**src/rtl/msg_scroll14.sv**
```systemverilog
// rtl/msg_scroll14.sv - ASCII message buffer with scrolling and 14-segment
// encoding for a 12-digit display scanner; segm is registered one cycle after dig_idx.
module msg_scroll14 #(
  parameter int MAX_LEN    = 32,
  parameter int SCROLL_DIV = 50000
) (
`ifdef USE_POWER_PINS
  inout  wire        vdd,
  inout  wire        vss,
`endif
  input  logic       clk,
  input  logic       rst_n,
  input  logic       wr_valid,
  output logic       wr_ready,
  input  logic [7:0] wr_char,
  input  logic       wr_last,
  input  logic       scroll_en,
  input  logic [3:0] dig_idx,
  output logic [13:0] segm,
  output logic [5:0] msg_len
);

  localparam int AW = (MAX_LEN > 1) ? $clog2(MAX_LEN) : 1;
  localparam int TW = (SCROLL_DIV > 1) ? $clog2(SCROLL_DIV) : 1;
  localparam logic [5:0]    LAST_IDX  = 6'(MAX_LEN - 1);
  localparam logic [TW-1:0] TIMER_MAX = TW'(SCROLL_DIV - 1);

  typedef enum logic [1:0] {EMPTY = 2'd0, LOAD = 2'd1, SHOW = 2'd2} state_t;

  state_t        state_q, state_d;
  logic [7:0]    mem [MAX_LEN];
  logic [5:0]    wr_ptr_q, len_q, offset_q;
  logic [TW-1:0] timer_q;
  logic [13:0]   segm_q, segm_d;

  logic          accept, wr_end, blank;
  logic [5:0]    wr_idx, wr_cnt;
  logic [6:0]    sum, pos;

  function automatic logic [13:0] enc(input logic [7:0] c);
    logic [7:0] u;
    u = (c >= 8'h61 && c <= 8'h7A) ? c - 8'h20 : c;
    case (u)
      "A": enc = 14'b1110111_1100000;
      "B": enc = 14'b1111000_1010010;
      "C": enc = 14'b1001110_0000000;
      "D": enc = 14'b1111000_0010010;
      "E": enc = 14'b1001111_0000000;
      "F": enc = 14'b1000111_0000000;
      "G": enc = 14'b1011110_1000000;
      "H": enc = 14'b0110111_1100000;
      "I": enc = 14'b1001000_0010010;
      "J": enc = 14'b0111100_0000000;
      "K": enc = 14'b0000111_0001001;
      "L": enc = 14'b0001110_0000000;
      "M": enc = 14'b0110110_0101000;
      "N": enc = 14'b0110110_0100001;
      "O": enc = 14'b1111110_0000000;
      "P": enc = 14'b1100111_1000000;
      "Q": enc = 14'b1111110_0000001;
      "R": enc = 14'b1100111_1000001;
      "S": enc = 14'b1011011_1000000;
      "T": enc = 14'b1000000_0010010;
      "U": enc = 14'b0111110_0000000;
      "V": enc = 14'b0000110_0001100;
      "W": enc = 14'b0110110_0000101;
      "X": enc = 14'b0000000_0101101;
      "Y": enc = 14'b0000000_0101010;
      "Z": enc = 14'b1001000_0001100;
      "0": enc = 14'b1111110_0001100;
      "1": enc = 14'b0110000_0001000;
      "2": enc = 14'b1101101_1000000;
      "3": enc = 14'b1111000_1000000;
      "4": enc = 14'b0110011_1000000;
      "5": enc = 14'b1011011_1000000;
      "6": enc = 14'b1011111_1000000;
      "7": enc = 14'b1110000_0000000;
      "8": enc = 14'b1111111_1000000;
      "9": enc = 14'b1111011_1000000;
      default: enc = 14'b0;
    endcase
  endfunction

  assign wr_ready = 1'b1;
  assign accept   = wr_valid & wr_ready;
  assign segm     = segm_q;
  assign msg_len  = len_q;

  // A write outside LOAD always restarts the message at index 0.
  always_comb begin
    wr_idx = (state_q == LOAD) ? wr_ptr_q : 6'd0;
    wr_cnt = wr_idx + 6'd1;
    wr_end = wr_last || (wr_idx == LAST_IDX);
  end

  always_comb begin
    state_d = state_q;
    if (accept) state_d = wr_end ? SHOW : LOAD;
  end

  always_ff @(posedge clk or negedge rst_n) begin
    if (!rst_n) state_q <= EMPTY;
    else        state_q <= state_d;
  end

  always_ff @(posedge clk) begin
    if (accept) mem[wr_idx[AW-1:0]] <= wr_char;
  end

  // Ring of msg_len characters plus one blank separator; one subtraction
  // suffices because scrolling only happens when msg_len exceeds the digit count.
  always_comb begin
    sum    = {1'b0, offset_q} + {3'b0, dig_idx};
    pos    = (sum > {1'b0, len_q}) ? sum - ({1'b0, len_q} + 7'd1) : sum;
    blank  = (state_q != SHOW) || (dig_idx > 4'd11) ||
             ((len_q <= 6'd12) && ({2'b0, dig_idx} >= len_q)) ||
             (pos == {1'b0, len_q});
    segm_d = blank ? 14'b0 : enc(mem[pos[AW-1:0]]);
  end

  always_ff @(posedge clk or negedge rst_n) begin
    if (!rst_n) begin
      segm_q   <= '0;
      len_q    <= '0;
      wr_ptr_q <= '0;
      offset_q <= '0;
      timer_q  <= '0;
    end else begin
      segm_q <= segm_d;
      if (accept) begin
        wr_ptr_q <= wr_cnt;
        len_q    <= wr_end ? wr_cnt : 6'd0;
        offset_q <= '0;
        timer_q  <= '0;
      end else if (state_q == SHOW && len_q > 6'd12 && scroll_en) begin
        if (timer_q == TIMER_MAX) begin
          timer_q  <= '0;
          offset_q <= (offset_q == len_q) ? 6'd0 : offset_q + 6'd1;
        end else begin
          timer_q <= timer_q + 1'b1;
        end
      end
    end
  end

endmodule

```
**config.mk**
```make
export PLATFORM = sky130hd
export DESIGN_NAME = msg_scroll14
export DESIGN_NICKNAME = d
export VERILOG_FILES = /design/src/rtl/msg_scroll14.sv
export SDC_FILE = /design/constraint.sdc
export NUM_CORES = 1
export LEC_CHECK = 0
export ABC_CLOCK_PERIOD_IN_PS = 18200
export BUFFER_PORTS_ARGS = -buffer_cell sky130_fd_sc_hd__buf_4
export CELL_PAD_IN_SITES_DETAIL_PLACEMENT = 1
export CELL_PAD_IN_SITES_GLOBAL_PLACEMENT = 2
export CORE_ASPECT_RATIO = 2
export CORE_MARGIN = 1.5
export CORE_UTILIZATION = 30
export DETAILED_ROUTE_END_ITERATION = 8
export GPL_ROUTABILITY_DRIVEN = 0
export PLACE_DENSITY_LB_ADDON = 0.1
export SLEW_MARGIN = 20
export SYNTH_ARGS = -nofsm -noshare
export SYNTH_HDL_FRONTEND = slang
export SYNTH_SLANG_ARGS = --single-unit
```
**constraint.sdc**
```tcl
create_clock -name clk -period 18.2 [get_ports clk]
set_input_delay 0.91 -clock clk [delete_from_list [all_inputs] [get_ports clk]]
set_output_delay 0.91 -clock clk [all_outputs]
set_load 0.05 [all_outputs]
```
* Yosys cells after proc, flatten, opt, wreduce, memory -nomap -nowiden
Memories as Yosys holds them, arrays and structs flattened.
Index checks and enable logic that the tools add are counted.
** Cells by class
- Order comparisons :: 7
- $add $sub $neg :: 7
- Reduce and logical (&&, ||, !) cells :: 11
- Equality and inequality tests :: 7
- Multiplexer cells :: 16
** Operator list (count)
- $mux W16 :: 3
- $mux W6 :: 6
- $mux W14 :: 2
- $add A16 B1 Y16 const B :: 1
- $eq A16 B16 Y1 const B :: 1
- $add A6 B1 Y6 const B :: 2
- $ge A8 B7 Y1 const B :: 1
- $le A8 B7 Y1 const B :: 1
- $mux W8 :: 1
- $sub A8 B6 Y8 const B :: 1
- $add A6 B1 Y7 const B :: 1
- $add A6 B4 Y7 :: 1
- $eq A7 B6 Y1 :: 1
- $gt A7 B6 Y1 :: 1
- $mux W7 :: 1
- $sub A7 B7 Y7 :: 1
- $eq A6 B5 Y1 const B :: 1
- $eq A6 B6 Y1 :: 1
- $ge A4 B6 Y1 :: 1
- $gt A6 B4 Y1 const B :: 1
- $le A6 B4 Y1 const B :: 1
- $gt A4 B4 Y1 const B :: 1
- $logic_and A1 B1 Y1 :: 4
- $logic_or A1 B1 Y1 :: 4
- 7 further kinds :: 9
** Storage, ports and cells
- Word-level logic and storage cells :: 56
- Input bits :: 17
- Output and inout port bits :: 21
- Memories kept :: 2
- Memory bits (read-only) :: 1792
- Register bits :: 50
- RAM bits :: 256
** Memory list
- (no name shown) :: depth 128, bits a word 14, rd ports 1, clocked after memory_dff 0, wr ports 0, line 43 : case (u)
- mem :: depth 32, bits a word 8, rd ports 1, clocked after memory_dff 0, wr ports 1, line 31 : logic [7:0] mem [MAX_LEN];

* Depth between registers and ports, before layout
An unclocked memory read counts as a cell.
- Depth in word-level cells :: 10
- Gate-level depth with buffers :: 28
- Depth with buffers taken out :: 23

* Worst setup path after synthesis
Ideal clock, no wire load.
- Kind :: input-to-reg
- Start point :: input port dig_idx[0]
- End point :: register segm_q[13], in the netlist segm[13]
- Arrival :: 6.649 ns
- Path slack :: 11.469 ns
- Library setup time :: 0.082 ns
- Stages on the path :: 25
- Data required time :: 18.118 ns
- Path through :: ha_1 fa_1 a211oi_2 o21ba_2 or2_1 clkbuf_1 inv_1 ha_1 nand2_1 or2_4 a21oi_4 nand2_1 a21boi_1 buf_2 mux2_2 nor3_1 nor4_1 o31ai_2 inv_1 ha_1 nor2b_1 and4_1 o31a_1 nand2_2 o22ai_1
** Between the ends
- Word-level cells in the longest chain between the ends :: 10
** RTL lines
- start: declaration :: line 18 : input logic [3:0] dig_idx,
- $add A6 B4 Y7 :: line 113 : sum = {1'b0, offset_q} + {3'b0, dig_idx};
- $sub A7 B7 Y7 or $gt A7 B6 Y1 (tied branches) :: line 114 : pos = (sum > {1'b0, len_q}) ? sum - ({1'b0, len_q} + 7'd1) : sum;
- $mux W7 :: line 114
- $mem_v2 Z32 W8
- $ge A8 B7 Y1 or $le A8 B7 Y1 (tied branches) :: line 42 : u = (c >= 8'h61 && c <= 8'h7A) ? c - 8'h20 : c;
- $logic_and A1 B1 Y1 :: line 42
- $mux W8 :: line 42
- $mem_v2 Z128 W14
- $mux W14 :: line 43
- $mux W14 * :: line 118 : segm_d = blank ? 14'b0 : enc(mem[pos[AW-1:0]]);
- net segm_d[13] :: line 34 : logic [13:0] segm_q, segm_d;
- end signal: assignment :: line 129 : segm_q <= segm_d;
- end: declaration :: line 34
The timed path passes the listed nets; every way through them passes the cells marked *.
A chain may end at the register's enable or synchronous reset.

* Worst setup path after layout
- Start point :: register offset_q[0]
- End point :: register segm_q[13], in the netlist segm[13]
** Between the ends
- Word-level cells in the longest chain between the ends :: 10
** RTL lines
- start: declaration :: line 32 : logic [5:0] wr_ptr_q, len_q, offset_q;
- start signal: assignment :: line 138 : offset_q <= (offset_q == len_q) ? 6'd0 : offset_q + 6'd1;
- $add A6 B4 Y7 * :: line 113
- $sub A7 B7 Y7 or $gt A7 B6 Y1 (tied branches) :: line 114
- $mux W7 * :: line 114
- $mem_v2 Z32 W8
- $ge A8 B7 Y1 or $le A8 B7 Y1 (tied branches) :: line 42
- $logic_and A1 B1 Y1 :: line 42
- $mux W8 :: line 42
- $mem_v2 Z128 W14
- $mux W14 :: line 43
- $mux W14 * :: line 118
- net segm_d[13] :: line 34
Marks and branches as above.

==> impl_results.md <==
- Post-synthesis register bit count: between 300 and 400
- Vias in the first global route: 11110
- Critical path's top delay family: simple AND/OR/NAND/NOR gates
- Worst min-delay path category: primary input to asynchronous set/reset pin
- Slew headroom: between 20% and 30%
- Top_reg_cell synth: edfxtp_1
- Finished Layout Cells: around 1900
- Crit end category: flop
- Inst Count DP: ~1900
- Slew Limit Fails: 0
- Initial Util: a little under a third
- Setup repair after global routing missed its margin: no
- WS Path Type: flop to flop
- Post-CTS Setup Bufs: 0
- Core area: 0.04835 mm2
- Largest net degree at the start of global routing: slightly above 50
- Top cells by count, synth: 256 x edfxtp_1, 158 x nand2_1, 84 x o21ai_0
- Avg Inst Size Synth: 11.85 um2
- Post-synthesis cell count: around 1200
- Top-count cell post-synth: edfxtp_1
- Post-route antenna net violation count: 0
- Post-synth EDFFs: 256
- PortBufs: 36
- First-pass GRT wire length: about 77 mm
- Die width: about 160 um
- CP Max Fanout: 45
- Req. time, crit path: 18700 ps
- DR vias: ~10000
- Slowest CP cell: or4_1
- Longest Clk Path Bufs: 3
- Total grt overflow: 0
- R2R Setup Slk: around 10000 ps
- Seq/Total Area, Yosys: 60.97%
- Mapped Area: about 0.015 mm2
- Die H: roughly 320 um
- CP peak stage delay: 770 ps
- Worst Path Arrival: ~8500 ps
- Synth warn: 0
- Area growth from synthesis to layout: 12.90%
- I/O pin count: 38
- Top cells by area, synth: edfxtp_1 52%, dfrtp_1 8.5%, nand2_1 4.0%
- Pleak: approximately 6 nW
- CP Cell Sequence: ha_1 > fa_1 > a211oi_2 > o21ba_2 > or2_1 > inv_1 > ha_1 > nand2_1 > a211oi_2 > o211a_1 > o21ai_2 > nand2_2 > buf_4 > a211oi_1 > or4_1 > or4_1 > inv_1 > ha_1 > nor2b_1 > and4_1 > o31a_1 > nand2_2 > o22ai_1
- Diodes inserted: 0
- Initial antenna violation count: 1
- Die ar.: between 0.05 and 0.06 mm2
- Max-capacitance violation count: 0
- Worst-path clk slew: about 60 ps
- Root buffer cell: clkbuf_16
- Crit path launch type: flop
- # rows: 114
- GRT Overall Usage: roughly a fifth
- Vias per Instance: ~5.4
- VDD IR max: 0.09321 mV
- Status: complete, no violations
- CTS H-tree lvls: 1
- Final cycle utilization of the critical path: between 40% and 50%
- Pwr Density: 164.6 mW/mm2
- Tmin final: 7984 ps
- Share of cells above drive strength 1: around an eighth
- DRC viols: 0
- Synthesized Nets: between 1000 and 1500
- Dpl hpwl: between 30 and 40 mm
- Nets: approximately 1300
- Final setup vio count: 0
- CTS tree: done
- Fin. Hold Viols: 0
- 1st-iter DRT viols: 543
- PostCTS Resize Cnt: 0
- Clk Latency, worst-skew pair: roughly 600 ps
- Fraction of registers with async set/reset: between 10% and 20%
- Slew @ Worst Pin: approximately 1100 ps
- Area share of the largest cell type after synthesis: around 52%
- CTS Hold Buffers Added: 0
- CTS buffer count: 31
- CP Buf/Inv Count: 3
- Drt wl/cell: around 27 um
- Final Skew: between 15 and 20 ps
- Initial DRT Pass Iterations: 4
- Count of different cell masters after synthesis: between 80 and 90
- Final TNS setup: 0 ps
- Post-synth top area cell: edfxtp_1
- Worst path most repeated cell: ha_1
- Final wirelength: roughly 53 mm
- Fmax achieved: about 130 MHz
- CTS Sinks: about 300
## report_power, final
part | leakage [nW] | total (W) | internal, W | switching [W]
Combinational | 2.41 | 0.00132 | 0.000395 | 0.000927
Sequential | 2.99 | 0.000775 | 0.000768 | 0.00000711
Clock | 0.474 | 0.000628 | 0.000341 | 0.000287
Total | 5.88 | 0.00272 | 0.00150 | 0.00122
## metal layers
| metal | routed length (um) | GRT usage (%) | vias up | part of all wire, % |
|---|---|---|---|---|
| met4 | 1294 | 6.389 | 0 | 2.5 |
| met5 | 0 | 0 | - | 0 |
| met2 | 31810 | 45.04 | 161 | 61 |
| met3 | 1274 | 1.784 | 68 | 2.4 |
| li1 | - | - | 4768 | - |
| met1 | 18190 | 20.41 | 5424 | 35 |
## flip-flops by register name, indices dropped and copies added, names as in the netlist
name / flops
mem: 256
msg_len: 6
offset_q: 6
segm: 14
state_q: 2
timer_q: 16
wr_ptr_q: 6
## path summary, 6_finish.rpt
| check | cells after the start | startpoint | end |
|---|---|---|---|
| setup / recovery | 23 | offset_q[0] | segm[13] |
| hold / removal | 1 | rst_n | segm[12] |
| setup reg to reg | 23 | offset_q[0] | segm[13] |
| hold reg to reg | 1 | timer_q[15] | timer_q[15] |
| max in group asynchronous | 1 | rst_n | timer_q[1] |
| min in group clk | 1 | timer_q[15] | timer_q[15] |
## placed cells by master, fill, tap and decap left out, drive strengths merged, types with 36 or more instances in the layout
master and instances:
o21ai 90, nand2 161, buf 65, nor2 79, clkbuf 36, and3 45, dfrtp 50, nand3 71
a211oi 47, edfxtp 256
## area by class of cell
type                       instances  area, um2
multi-input combinational        830       5273
timing repair buffer              65      488.0
clock inverter                    21      162.7
fill                            5173      31800
clock buffer                      36      794.5
tap                              638      798.3
sequential                       306       8939
inverter                          26      97.59
## logic make-up (layout without fill, tap and decap cells)
logic type,Yosys count,count (layout),synth area share (%)
compound gates,313,313,15.18
buf+inv,101,148,3.303
flops,306,306,60.97
other cells,1,1,0.02558
simple gates,434,434,14.24
mux,26,26,2.006
fa+ha+maj,32,32,2.834
xor+xnor,24,24,1.434
## metrics by stage
stage	utilization [%]	total power (W)	hold WS, ps	worst slack, ps	cell area (um2)
global route	34.23	0.002854	425.8	9796	16550
detailed placement	32.24	0.002116	501.1	9739	15590
floorplan	-	0.001643	451.4	11470	14660
global placement	32.23	0.002124	496.4	10030	15580
finish	34.23	0.002725	387.6	10220	16550
CTS	34.22	0.002747	396.7	10260	16550
No activity file was read; power rests on OpenSTA's default activity.
